==> src/rtl/timing_step_decoder_pkg.sv <==
// Shared definitions for the multicycle timing-step generator: default
// counter width, reset step, done idle level and named step encodings
// (SEL_W=4) used by the control decode.
package timing_step_decoder_pkg;

  localparam int DEF_SEL_W      = 4;
  localparam int DEF_RESET_STEP = 0;
  localparam logic DONE_IDLE    = 1'b0;

  typedef logic [DEF_SEL_W-1:0] step4_t;

  localparam step4_t T0  = 4'd0;
  localparam step4_t T1  = 4'd1;
  localparam step4_t T2  = 4'd2;
  localparam step4_t T3  = 4'd3;
  localparam step4_t T4  = 4'd4;
  localparam step4_t T5  = 4'd5;
  localparam step4_t T6  = 4'd6;
  localparam step4_t T7  = 4'd7;
  localparam step4_t T8  = 4'd8;
  localparam step4_t T9  = 4'd9;
  localparam step4_t T10 = 4'd10;
  localparam step4_t T11 = 4'd11;
  localparam step4_t T12 = 4'd12;
  localparam step4_t T13 = 4'd13;
  localparam step4_t T14 = 4'd14;
  localparam step4_t T15 = 4'd15;

endpackage

==> src/rtl/timing_step_decoder_dec_n.sv <==
// Parametrised SEL_W-to-2^SEL_W one-hot decoder with enable.
// Output is all zeros when disabled; never more than one bit set.
module dec_n #(
  parameter int  SEL_W = 4,
  localparam int N_OUT = 2**SEL_W
) (
  input  logic             en,
  input  logic [SEL_W-1:0] sel,
  output logic [N_OUT-1:0] y
);

  // Decode the select into a single strobe, zeros by default
  always_comb begin
    y = '0;
    if (en) y[sel] = 1'b1;
  end

endmodule

==> src/rtl/timing_step_decoder.sv <==
// Timing-state generator: a step counter with clear/load/stall/enable
// priority, a wrap-on-terminal-step rule and a registered done pulse,
// feeding an enable-gated one-hot decoder that produces T0..Tn strobes.
module timing_step_decoder
  import timing_step_decoder_pkg::*;
#(
  parameter int  SEL_W      = DEF_SEL_W,
  parameter int  RESET_STEP = DEF_RESET_STEP,
  localparam int N_OUT      = 2**SEL_W
) (
  input  logic             clk,
  input  logic             rst,
  input  logic             en,
  input  logic             stall,
  input  logic             clr,
  input  logic             load,
  input  logic [SEL_W-1:0] load_step,
  input  logic [SEL_W-1:0] last_step,
  output logic [SEL_W-1:0] step,
  output logic [N_OUT-1:0] t_out,
  output logic             done
);

  localparam logic [SEL_W-1:0] RST_VAL = SEL_W'(RESET_STEP);

  logic [SEL_W-1:0] step_nxt;
  logic             done_nxt;

  // Next step in priority order: clear, load, hold, then advance/wrap.
  // The >= compare makes a terminal step lowered below the current step
  // wrap on the next advance instead of running on to N_OUT-1.
  always_comb begin
    step_nxt = step;
    done_nxt = DONE_IDLE;
    if (clr) begin
      step_nxt = RST_VAL;
    end else if (load) begin
      step_nxt = load_step;
    end else if (en && !stall) begin
      if (step >= last_step) begin
        step_nxt = '0;
        done_nxt = 1'b1;
      end else begin
        step_nxt = step + 1'b1;
      end
    end
  end

  // Step and done registers, cleared asynchronously
  always_ff @(posedge clk or posedge rst) begin
    if (rst) begin
      step <= RST_VAL;
      done <= DONE_IDLE;
    end else begin
      step <= step_nxt;
      done <= done_nxt;
    end
  end

  dec_n #(.SEL_W(SEL_W)) u_dec (
    .en  (en),
    .sel (step),
    .y   (t_out)
  );

endmodule

==> config.mk <==
export PLATFORM = sky130hd
export DESIGN_NAME = timing_step_decoder
export DESIGN_NICKNAME = d
export VERILOG_FILES = /design/src/rtl/timing_step_decoder_pkg.sv /design/src/rtl/timing_step_decoder_dec_n.sv /design/src/rtl/timing_step_decoder.sv
export SDC_FILE = /design/constraint.sdc
export NUM_CORES = 1
export LEC_CHECK = 0
export ABC_CLOCK_PERIOD_IN_PS = 4900
export CAP_MARGIN = 20
export CORE_UTILIZATION = 39
export DETAILED_ROUTE_END_ITERATION = 12
export PLACE_DENSITY = 0.83
export SLEW_MARGIN = 20
export SYNTH_ARGS = -nofsm -noshare
export SYNTH_HDL_FRONTEND = slang
export SYNTH_SLANG_ARGS = --single-unit
export TNS_END_PERCENT = 5
==> constraint.sdc <==
create_clock -name clk -period 4.9 [get_ports clk]
set_input_delay 1.47 -clock clk [delete_from_list [all_inputs] [get_ports clk]]
set_output_delay 1.47 -clock clk [all_outputs]
set_load 0.02 [all_outputs]
==> summary.txt <==
Run status
  – Status: completed

Die
  – Die Height: 40.5 um
  – Std-Cell Rows: 13
  – Die Wd: 40.5 um
  – Core Region: 0.00133 mm2
  – Die Footprint: 0.00164 mm2
  – Initial Util: 0.434
  – I/O pins: 35

Drt
  – # DRC: 0
  – Met1 Routed Length: 551 um
  – Via count: 586
  – WL met2: 822 um
  – Post-DR vias/cell: 4.97
  – Final wirelength: 1.48 mm
  – Metal3 WL: 111 um
  – Initial DRC Count: 13
  – Wire length per cell: 12.6 um
  – Max Used Layer: met3
  – DRT antenna net count: 0
  – Drt pass-1 iters: 4

GRT
  – GRT Total Usage: 0.205
  – Largest net degree at the start of global routing: 10
  – Initial antenna violation count: 0
  – Vias in the first global route: 508
  – GR Overflow Total: 0
  – Global-route wire length before repair: 2.19 mm

Logic synthesis
  – #FFs+latches synth: 5
  – Cell count after synthesis: 66
  – Sequential-to-total area share from yosys stat: 0.216
  – Synth warnings: 0
  – Library cells used by synthesis: 22
  – Top cells by area, synth: dfrtp_1 (22%), and2_1 (17%), ha_1 (17%)
  – Syn_nets: 88
  – Share of the synthesized area in the top cell type: 0.216
  – Cell taking the most area after synthesis: dfrtp_1
  – Syn avg cell area: 8.78 um2
  – Synth Cell Area: 579 um2

Clock tree
  – Clock Path Buffers: 2
  – Hold buffers post-CTS: 0
  – Clk_lat worst skew: 0.23 ns
  – Clock slew at reported path FFs: 0.04 ns
  – CTS tree: done
  – H-tree Lvls: 1
  – Setup Fix Bufs, Post-CTS: 0
  – Clk root buf: clkbuf_4
  – Num Clock Sinks: 5
  – Resized Gates After CTS: 0
  – CTS Buf Count: 3

STA
  – Min Clock Period, post-route: 4.62 ns
  – Achievable Freq: 0.217 GHz
  – Period utilization: 0.942
  – Slew HR: 0.766
  – Final setup fails: 0
  – Hold Vio Cnt, Final: 0
  – Setup tns final: 0 ns
  – Minimum hold slack: 0.593 ns
  – RSZ-0062 raised after global routing: no
  – Worst-margin pin slew: 0.351 ns
  – Clock Skews: 0.00212 ns
  – Final Slew Violations: 0

Place
  – Port bufs: 34
  – Post-DP HPWL: 1.28 mm
  – RD Place Congestion: 0.769

Flow run
  – Max Cap Violations: 0

Worst setup path
  – CP Launch Type: input pin
  – Crit path DAT: 3.15 ns
  – Worst EP required: 3.43 ns
  – Setup crit end kind: primary output
  – Crit-path max FO: 5
  – Critical path type: input pin to primary output

Min path
  – Hold/Removal Path Class: flip-flop to flip-flop

Pwr
  – Pwr dens: 161 mW/mm2
  – Leak: 0.411 nW
  – VDD IR-drop max: 0.119 mV

Finish
  – Fraction of layout cells with a size suffix above 1: 0.0874
  – Antenna Cells: 0
  – Fillers: 110
  – Most frequent cells in the layout: clkdlybuf4s50_1 (34), and2_1 (16), ha_1 (8), inv_1 (7)
  – Layout area overhead: 65.9%
  – Most common cell after layout, fill and taps aside: clkdlybuf4s50_1
  – Nets: 126
[sequential cells by signal, indices dropped and copies added (netlist names)]
register / cells
done: 1
step: 4
[report_power, final]
| part | leakage (nW) | total, mW | switching, mW | internal (mW) |
|---|---|---|---|---|
| clock | 0.0150 | 0.0454 | 0.0147 | 0.0306 |
| combinational | 0.328 | 0.0607 | 0.0278 | 0.0328 |
| sequential | 0.0670 | 0.0484 | 0.00474 | 0.0437 |
| total | 0.411 | 0.154 | 0.0473 | 0.107 |
[cells by family after synthesis]
kind of cell	after synthesis	share of synthesized area
xor+xnor	2	0.0302
flops	5	0.216
simple gates	32	0.337
compound gates	11	0.192
fa+ha+maj	8	0.173
buf+inv	8	0.0518
[final cells by class]
class | instances | area, um2 | share of cell area
clock buffers | 4 | 26.3 | 0.0273
inverters | 7 | 26.3 | 0.0273
multi-input cells | 53 | 424 | 0.441
flip-flops and latches | 5 | 125 | 0.130
well taps | 15 | 18.8 | 0.0195
repair buffers | 34 | 340 | 0.354
[per-layer routing]
layer / global-route usage / vias to the layer above
met5: 0 / -
met4: 0.0750 / 0
met3: 0.0111 / 0
met2: 0.401 / 31
met1: 0.226 / 256
li1: - / 299
[worst max-delay path, stage by stage]
cell	delay, ns
clkdlybuf4s50_1	0.54
nor3b_1	0.35
and2_1	0.19
clkdlybuf4s50_1	0.60
[final timing paths]
path	startpoint	endpoint	slack, ns	cells after the start
min in group asynchronous	rst	step[0]	1.45	2
worst max-delay path	en	t_out[3]	0.28	4
max in group asynchronous	rst	step[2]	3.29	2
worst min register to register	step[0]	step[0]	0.59	1
worst max register to register	step[0]	step[1]	3.07	6
worst min-delay path	step[0]	step[0]	0.59	1
[stage by stage]
step	setup WS, ns	util	cell area, um2	cells	power [mW]
final	0.284	0.720	961	118	0.154
after global routing	0.167	0.720	961	118	0.164
after CTS	0.275	0.720	961	118	0.157
after detailed placement	0.279	0.701	935	114	0.110
after global placement	0.329	0.701	935	114	0.107
after floorplan	1.45	-	579	66	0.0823
[Yosys cell counts (all sizes together)]
cell type,number
and2,16
ha,8
inv,7
dfrtp,5
nor2,5
a22oi,4
o22ai,4
nand2,2
nand2b,2
nor2b,2
nor3b,2
a2111oi,1
and3,1
clkbuf,1
nand3,1
nor3,1
o21a,1
o21ai,1
xnor2,1
xor2,1
No activity file was read; power rests on OpenSTA's default activity.
